--- config.mk ---
export PLATFORM = sky130hd
export DESIGN_NAME = counter_sched
export DESIGN_NICKNAME = d
export VERILOG_FILES = /design/src/rtl/counter_sched.sv
export SDC_FILE = /design/constraint.sdc
export NUM_CORES = 1
export LEC_CHECK = 0
export ABC_CLOCK_PERIOD_IN_PS = 3700
export CAP_MARGIN = 40
export CORE_MARGIN = 1
export CORE_UTILIZATION = 50
export CTS_BUF_LIST = sky130_fd_sc_hd__clkbuf_4 sky130_fd_sc_hd__clkbuf_8 sky130_fd_sc_hd__clkbuf_16
export DETAILED_ROUTE_END_ITERATION = 16
export MAX_ROUTING_LAYER = met4
export PLACE_DENSITY = 0.84
export SLEW_MARGIN = 20
export SYNTH_ARGS = -nofsm -noshare
export SYNTH_HDL_FRONTEND = slang
export SYNTH_SLANG_ARGS = --single-unit
--- constraint.sdc ---
create_clock -name clk -period 3.7 [get_ports clk]
set_clock_uncertainty 0.05 [all_clocks]
set_input_delay 0.37 -clock clk [delete_from_list [all_inputs] [get_ports clk]]
set_output_delay 0.37 -clock clk [all_outputs]
set_load 0.1 [all_outputs]
--- src/rtl/counter_sched.sv ---
// Two-requester round-robin front end for a shared up/down counter.
// Each accepted command steps the counter once per clock, then pulses done.
module counter_sched #(
  parameter int WIDTH = 4,
  parameter int LEN_W = 4
) (
  input  logic             clk,
  input  logic             reset,
  input  logic             req0_valid,
  input  logic             req0_dir,
  input  logic [LEN_W-1:0] req0_len,
  output logic             req0_ready,
  input  logic             req1_valid,
  input  logic             req1_dir,
  input  logic [LEN_W-1:0] req1_len,
  output logic             req1_ready,
  output logic [WIDTH-1:0] count,
  output logic             busy,
  output logic             owner,
  output logic             done,
  output logic             done_id
);

  localparam logic [1:0] IDLE = 2'd0;
  localparam logic [1:0] RUN  = 2'd1;
  localparam logic [1:0] DONE = 2'd2;

  localparam logic [WIDTH-1:0] CNT_ONE = WIDTH'(1);
  localparam logic [LEN_W-1:0] LEN_ONE = LEN_W'(1);
  localparam logic [LEN_W-1:0] LEN_ZERO = '0;

  logic [1:0]       state;
  logic [LEN_W-1:0] remaining;
  logic             dir_q;
  logic             last_grant;
  logic             grant0;
  logic             grant1;
  logic             accept;
  logic             sel_dir;
  logic [LEN_W-1:0] sel_len;

  // last_grant resets to 1 so that requester 0 wins the first tie
  always_comb begin
    grant0 = req0_valid && (!req1_valid || last_grant);
    grant1 = req1_valid && (!req0_valid || !last_grant);
    req0_ready = (state == IDLE) && grant0;
    req1_ready = (state == IDLE) && grant1;
    accept = req0_ready || req1_ready;
    sel_dir = req1_ready ? req1_dir : req0_dir;
    sel_len = req1_ready ? req1_len : req0_len;
  end

  assign busy    = (state == RUN) || (state == DONE);
  assign done    = (state == DONE);
  assign done_id = owner;

  always_ff @(posedge clk or posedge reset) begin
    if (reset) begin
      state      <= IDLE;
      count      <= '0;
      remaining  <= '0;
      dir_q      <= 1'b0;
      owner      <= 1'b0;
      last_grant <= 1'b1;
    end else begin
      case (state)
        IDLE: begin
          if (accept) begin
            dir_q      <= sel_dir;
            remaining  <= sel_len;
            owner      <= req1_ready;
            last_grant <= req1_ready;
            state      <= (sel_len == LEN_ZERO) ? DONE : RUN;
          end
        end
        RUN: begin
          count     <= dir_q ? (count + CNT_ONE) : (count - CNT_ONE);
          remaining <= remaining - LEN_ONE;
          if (remaining == LEN_ONE) begin
            state <= DONE;
          end
        end
        DONE: begin
          state <= IDLE;
        end
        default: begin
          state <= IDLE;
        end
      endcase
    end
  end

endmodule
==> Word-level counts from Yosys, hierarchy flattened <==
Cells that the tools add are included.
{ "word_totals": {"ram_bits": 0, "rom_bits": 0, "register_bits": 13, "latch_bits": 0, "n_memories": 0} }
{ "classes": {"n_addsub": 3, "n_eq_ne": 5, "div": 0, "reduce_logical": 17, "magnitude_cmp": 0, "n_mux": 9, "shift": 0, "n_bitwise": 0, "n_mul": 0} }
{ "op_table": {"columns": ["operator", "n"], "rows": [
  ["4-bit two-way mux", 3],
  ["4-bit one-hot mux with 2 select lines", 1],
  ["4-bit by 1-bit subtractor with 4-bit output (second input constant)", 2],
  ["2-bit two-way mux", 3],
  ["2-bit AND reduction", 3],
  ["4-bit by 1-bit adder with 4-bit output (second input constant)", 1],
  ["4-bit by 1-bit == test with 1-bit output (second input constant)", 1],
  ["1-bit logical AND", 4],
  ["4-bit logical NOT", 1],
  ["1-bit logical OR", 4],
  ["2-bit one-hot mux with 2 select lines", 1],
  ["1-bit logical NOT", 3],
  ["2-bit by 1-bit == test with 1-bit output (second input constant)", 1],
  ["2-bit == test (second input constant)", 1],
  ["2-bit logical NOT", 1],
  ["2-bit by 1-bit inequality test with 1-bit output (second input constant)", 1],
  ["2-bit inequality test (second input constant)", 1],
  ["2-bit nonzero test", 1],
  ["1-bit two-way mux", 1]
]} }

==> Logic depth before layout (Yosys ltp) <==
Gate-level depths: netlist of run 1.
{ "logic_depth": {"depth_word": 9, "ltp_mapped": 7, "depth_no_buf": 6} }

==> Least setup slack after synthesis of run 1 <==
OpenSTA, ideal clock, no wires.
{ "synth_timing": {"path_kind": "reg-to-output", "start": "reg state[1]", "end": "out req0_ready", "setup_slack_ps": 1050, "required_time_ps": 3280, "stages_incl_launch_ff": 5, "path_buffers": 0, "arrival_ps": 2230, "cell_sequence": "dfrtp_1 > inv_1 > ha_1 > nand2_1 > a21oi_1"} }
{ "synth_via": {"elab_chain_len": 2} }
{ "synth_lines": {"columns": ["item", "line_no", "text"], "rows": [
  ["from (decl)", "32", "logic [1:0] state;"],
  ["from (signal assigned)", "73", "state <= (sel_len == LEN_ZERO) ? DONE : RUN;"],
  ["2-bit logical NOT", "46", "req0_ready = (state == IDLE) && grant0;"],
  ["1-bit logical AND", "46", null],
  ["to (decl)", "12", "output logic req0_ready,"]
]} }
Every way passes these cells.

==> Worst setup path in the final report of run 1 <==
{ "layout_timing": {"start": "reg state[0]", "end": "out req1_ready"} }
{ "layout_via": {"elab_chain_len": 2} }
{ "layout_lines": {"columns": ["item", "line_no", "text"], "rows": [
  ["2-bit logical NOT", "47", "req1_ready = (state == IDLE) && grant1;"],
  ["1-bit logical AND", "47", null],
  ["to (decl)", "16", "output logic req1_ready,"]
]} }
Every way passes these cells.

==> results of run 1 <==
path summary, 6_finish.rpt:
check | to | slack, ps | depth (start not counted)
setup / recovery | req1_ready | 1380 | 5
hold reg to reg | count[3] | 430 | 1
hold / removal | count[0] | 360 | 2
min in group clk | count[3] | 430 | 1
setup reg to reg | remaining[2] | 1700 | 6
max in group asynchronous | last_grant | 2880 | 2
cell usage in the layout (no fill, tap or decap), types with 2 or more instances in the layout:
cell,instances
mux2i_1,6
inv_1,11
a211oi_1,3
clkbuf_4,3
nor4_1,2
nand2_1,3
nor2_1,9
clkdlybuf4s50_1,21
ha_1,7
a21oi_1,8
o21ai_0,5
nand3_1,3
xnor2_1,2
buf_4,2
dfrtp_1,12
o21a_1,2
buf_8,8
and3_1,4
logic make-up (layout without fill, tap and decap cells):
kind of cell,after synthesis,after routing
buffers and inverters,14,46
muxes,7,7
xor gates and xnor gates,3,3
and+or+nand+nor,25,25
DFF,13,13
adders and majority gates,8,8
AOI/OAI and AO/OA,23,23
per-layer routing:
layer / wire (um) / global-route usage, % / share of wire (%)
met1: 718 / 25.3 / 40
met2: 1000 / 44.2 / 55
met3: 50 / 3.75 / 2.8
met4: 33 / 11.3 / 1.8
met5: 0 / - / 0
cell type report:
cell class / count / area, um2 / share of cell area, %
multi-input combinational: 66 / 472 / 38.3
timing repair buffer: 31 / 345 / 28.0
sequential: 13 / 327 / 26.5
inverter: 11 / 41.3 / 3.35
clock buffer: 3 / 22.5 / 1.83
tap: 16 / 20.0 / 1.62
clock inverter: 1 / 5.00 / 0.406
state kept, by name, summed over array words and instances (netlist names):
signal and cells:
count 4, done_id 1, remaining 4, state 2
dir_q 1, last_grant 1
stage by stage:
stage               instances  setup slack (ps)  utilization [%]  hold WS (ps)  area (um2)
floorplan                  93              1050                -           196         856
finish                    141              1380             79.1           360        1230
detailed placement        137              1500             77.3           422        1200
global placement          129              1470             69.6           412        1080
CTS                       141              1360             79.1           389        1230
global route              141              1240             79.1           430        1230
==> flow_metrics.tcl, run 1 <==
set metrics [dict create \
    run_status "finished, final reports clean" \
    initialDrtViolationCount 23 \
    first_pass_grt_wire_length_um 3220 \
    post_synth_mux_area_share_pct 8.33 \
    yosysSeqAreaShare_pct 38.2 \
    overall_track_demand_over_capacity_in_global_routing_pct 24.3 \
    antenna_found_initial 0 \
    port_buffer_count 23 \
    finalCriticalPeriod_ps 2320 \
    fin_setup_tns_ps 0 \
    coreArea_um2 1560 \
    num_vias 771 \
    worstPathArrival_ps 1900 \
    floorplan.die_area_um2 1880 \
    synth-adder-area-share_pct 12.6 \
    cell_by_cell_trace_of_the_critical_path "inv_1 > ha_1 > nand3_1 > inv_1 > buf_4" \
    wl_per_cell_um 12.8 \
    grt_remaining_overflow 0 \
    setup_viol 0 \
    synth_edf_count 0 \
    rsz_0062_raised_after_global_routing "no" \
    hold_path_class "primary input to async pin" \
    synth.top_cells.by_area "dfrtp_1, ha_1, mux2i_1" \
    hpwlAfterDp_um 1520 \
    max-slew-margin-rel_pct 66.2 \
    critical_path_required_ps 3280 \
    gp_congestion 0.782 \
    ys_ff_latch 13 \
    synth-main-ff-cell "dfrtp_1" \
    hold_buffers 0 \
    async_flop_share_pct 100 \
    start_kind "register" \
    clock_insertion_delay_worst_skew_ps 280 \
    crit_path_max_fanout 8 \
    max-clock-path-buffers 2 \
    critical_path.n_buffers_inverters 3 \
    largest_family_of_logic_cells_by_synthesized_area "compound AO/OA/AOI/OAI gates" \
    h-tree-depth 1 \
    yosys.area_share.xor_xnor_pct 3.07 \
    synth_area_per_cell_um2 9.20 \
    timing_worst_setup_path_type "register to output port" \
    cts_resized 0 \
    design.portCount 24 \
    placementRows 14 \
    synth_top_cells_by_count "dfrtp_1, inv_1, nor2_1, a21oi_1, ha_1" \
    final_layout_size_suffix_gt1_share_pct 15.2 \
    drc_errors 0 \
    num_antenna_cells 0 \
    synth_largest_type_area_fraction_pct 35.1 \
    cts_root_buffer "clkbuf_4" \
    finalCritPeriodShare_pct 62.7 \
    dr_pass1_iterations 4 \
    netlist-cell-type-count 30 \
    num-nets-final 148 \
    first_global_vias 791 \
    clk_pin_slew_worst_paths_ps 90 \
    areaGrowthSynthToFinish_pct 44.0 \
    worstMarginPinSlew_ps 506 \
    clock.fmax_ghz 0.431 \
    floorplan.die.width_um 43.4 \
    initial_utilization_pct 54.9 \
    tritoncts_num_sinks 13 \
    timing.critical_path.slowest_stage_cell "dfrtp_1" \
    post_synth_and_or_nand_nor_area_fraction_pct 14.5 \
    crit_start "state[0]" \
    route.detailed.vias_per_inst 5.47 \
    timing_max_transition_violations_final 0 \
    die-height_um 43.4 \
    yosysWarningCount 0 \
    wl_um 1800 \
    synthesis.instances 93 \
    number_of_maximum_capacitance_constraint_violations 0 \
    largest_delay_share_family_worst_path "buffers and inverters" \
    tritoncts "yes" \
    synth_compound_area_share_pct 16.7 \
    netlist.top_cell.by_area "dfrtp_1" \
    post_cts.repair.setup_buffers 0 \
    timing.final.hold_violations 0 \
    worst_setup_path_end_kind "output port" \
    fill_cell_count 107 \
    r2r-start "state[0]" \
    yosys.cell_count.top_type "dfrtp_1" \
    grt_start_max_net_pins 14 \
    cts_buffers 3 \
    critPathMaxStageDelay_ps 400 \
    final_antenna_net_count 0 \
    synthesis.nets 115 \
    cp_common_cell "inv_1" \
    syn_area_um2 856 \
]
Power of run 1 is not shown: default switching activity piles up to over one toggle a cycle in this logic, so the estimate is an artifact.
==> inputs of run 2 (changes only) <==
--- a/config.mk
+++ b/config.mk
@@ -5,14 +5,14 @@
 export SDC_FILE = /design/constraint.sdc
 export NUM_CORES = 1
 export LEC_CHECK = 0
-export ABC_CLOCK_PERIOD_IN_PS = 3700
+export ABC_CLOCK_PERIOD_IN_PS = 2100
 export CAP_MARGIN = 40
 export CORE_MARGIN = 1
-export CORE_UTILIZATION = 50
+export CORE_UTILIZATION = 42
 export CTS_BUF_LIST = sky130_fd_sc_hd__clkbuf_4 sky130_fd_sc_hd__clkbuf_8 sky130_fd_sc_hd__clkbuf_16
 export DETAILED_ROUTE_END_ITERATION = 16
 export MAX_ROUTING_LAYER = met4
-export PLACE_DENSITY = 0.84
+export PLACE_DENSITY = 0.75
 export SLEW_MARGIN = 20
 export SYNTH_ARGS = -nofsm -noshare
 export SYNTH_HDL_FRONTEND = slang
==> constraint.sdc (replaced) <==
create_clock -name clk -period 2.1 [get_ports clk]
set_clock_uncertainty 0.05 [all_clocks]
set_input_delay 0.21 -clock clk [delete_from_list [all_inputs] [get_ports clk]]
set_output_delay 0.21 -clock clk [all_outputs]
set_load 0.1 [all_outputs]
==> run 2 against run 1 <==
Net effect: wire length is 1.2% higher; sequential cell count stayed put; register-to-register slack worse by 1600 ps; hold slack worse by 150 ps; via count is 1.6% lower; global-route usage is 3.4 points lower; non-clock buffer count is 6 lower; worst setup slack worse by 1200 ps.
==> flow_metrics.tcl, run 2 (synthesis gave the netlist of run 1 again) <==
set metrics [dict create \
    run_status "finished, final reports clean" \
    wl_um 1830 \
    clock.fmax_ghz 0.508 \
    hold_buffers 0 \
    post_cts.repair.setup_buffers 0 \
    wl_per_cell_um 12.7 \
    hpwlAfterDp_um 1430 \
    initialDrtViolationCount 20 \
    setup_viol 0 \
    timing_max_transition_violations_final 0 \
    crit_path_max_fanout 8 \
    num_antenna_cells 0 \
    floorplan.die_area_um2 2220 \
    route.detailed.vias_per_inst 5.27 \
    max-slew-margin-rel_pct 65.9 \
    die-height_um 47.1 \
    final_antenna_net_count 0 \
    placementRows 15 \
    cts_resized 0 \
    cts_buffers 3 \
    cts_root_buffer "clkbuf_4" \
    final_cell_mix "clkdlybuf4s50_1, dfrtp_1, inv_1" \
    hold_path_class "primary input to async pin" \
    reg.largest.list "count x4, remaining x4, state x2" \
    tritoncts_num_sinks 13 \
    clock_insertion_delay_worst_skew_ps 280 \
    fin_setup_tns_ps 0 \
    critical_path_required_ps 2240 \
    areaGrowthSynthToFinish_pct 36.7 \
    worstMarginPinSlew_ps 511 \
    clk_pin_slew_worst_paths_ps 80 \
    tritoncts "yes" \
    first_global_vias 727 \
    dr_pass1_iterations 5 \
    worst_setup_path_end_kind "register" \
    timing.final.hold_violations 0 \
    port_buffer_count 23 \
    first_pass_grt_wire_length_um 3060 \
    finalCriticalPeriod_ps 1970 \
    num-nets-final 142 \
    mostFrequentLayoutCell "clkdlybuf4s50_1" \
    rsz_0062_raised_after_global_routing "no" \
    overall_track_demand_over_capacity_in_global_routing_pct 20.9 \
    max-clock-path-buffers 2 \
    worstPathArrival_ps 2110 \
    gp_congestion 0.760 \
    final_layout_size_suffix_gt1_share_pct 20.2 \
    grt_start_max_net_pins 14 \
    initial_utilization_pct 47.0 \
    num_vias 759 \
    design.portCount 24 \
    start_kind "register" \
    finalCritPeriodShare_pct 93.7 \
    antenna_found_initial 0 \
    floorplan.die.width_um 47.1 \
    grt_remaining_overflow 0 \
    number_of_maximum_capacitance_constraint_violations 0 \
    drc_errors 0 \
    h-tree-depth 1 \
    coreArea_um2 1820 \
    timing_worst_setup_path_type "register to register" \
]
-- run 2: cell count changes in the layout (fill, tap and decap cells not counted), moves of 3 or more --
cell | before | now
buf_12 | 0 | 3
buf_4 | 2 | 9
buf_8 | 8 | 0
clkdlybuf4s50_1 | 21 | 13
-- run 2: metrics by stage --
| stage | instances | util [%] | setup WS (ps) | hold WS, ps | instance area [um2] |
|---|---|---|---|---|---|
| after floorplan | 93 | - | 32.8 | 36.2 | 860 |
| after global placement | 140 | 62.2 | 200 | 414 | 1130 |
| after detailed placement | 140 | 62.2 | 148 | 435 | 1130 |
| after CTS | 144 | 63.8 | 8.37 | 236 | 1160 |
| after global routing | 144 | 64.3 | 23.1 | 266 | 1170 |
| final | 144 | 64.3 | 132 | 212 | 1170 |
-- run 2: final timing paths --
check / start / end / slack [ps] / cells past startpoint
max in group asynchronous: reset / last_grant / 1430 / 2
setup reg to reg: state[0] / remaining[2] / 130 / 6
min in group clk: count[3] / count[3] / 440 / 1
hold / removal: reset / done_id / 210 / 2
setup / recovery: state[0] / remaining[2] / 130 / 6
hold reg to reg: count[3] / count[3] / 440 / 1
-- run 2: worst max-delay path, stage by stage, from the launching register on --
cell and delay (ps):
dfrtp_1 400, inv_1 100, ha_2 250, or3b_1 480, and3_1 230, o21a_1 190
a211oi_2 180
-- run 2: metal layers --
metal	share of wire, %	up-vias	track usage, %
met3	5.5	4	3.46
li1	-	378	-
met1	41	344	23.3
met2	52	33	38.3
met4	1.3	0	5.14
met5	0	-	-
-- run 2: layout make-up --
cell class / instances / area [um2]
Fill cell: 159 / 651
Multi-Input combinational cell: 66 / 483
Sequential cell: 13 / 327
Timing Repair Buffer: 25 / 258
Inverter: 11 / 41.3
Tap cell: 25 / 31.3
Clock buffer: 4 / 30.0
Power of run 2 is left out for the same reason.
==> inputs of run 3 (changes only) <==
--- a/config.mk
+++ b/config.mk
@@ -6,7 +6,7 @@
 export NUM_CORES = 1
 export LEC_CHECK = 0
 export ABC_CLOCK_PERIOD_IN_PS = 2100
-export CAP_MARGIN = 40
+export CAP_MARGIN = 30
 export CORE_MARGIN = 1
 export CORE_UTILIZATION = 42
 export CTS_BUF_LIST = sky130_fd_sc_hd__clkbuf_4 sky130_fd_sc_hd__clkbuf_8 sky130_fd_sc_hd__clkbuf_16
==> results of run 3 <==
No change in the layout: final DEF, timing and power equal those of run 2.
Power of run 3 is left out for the same reason.
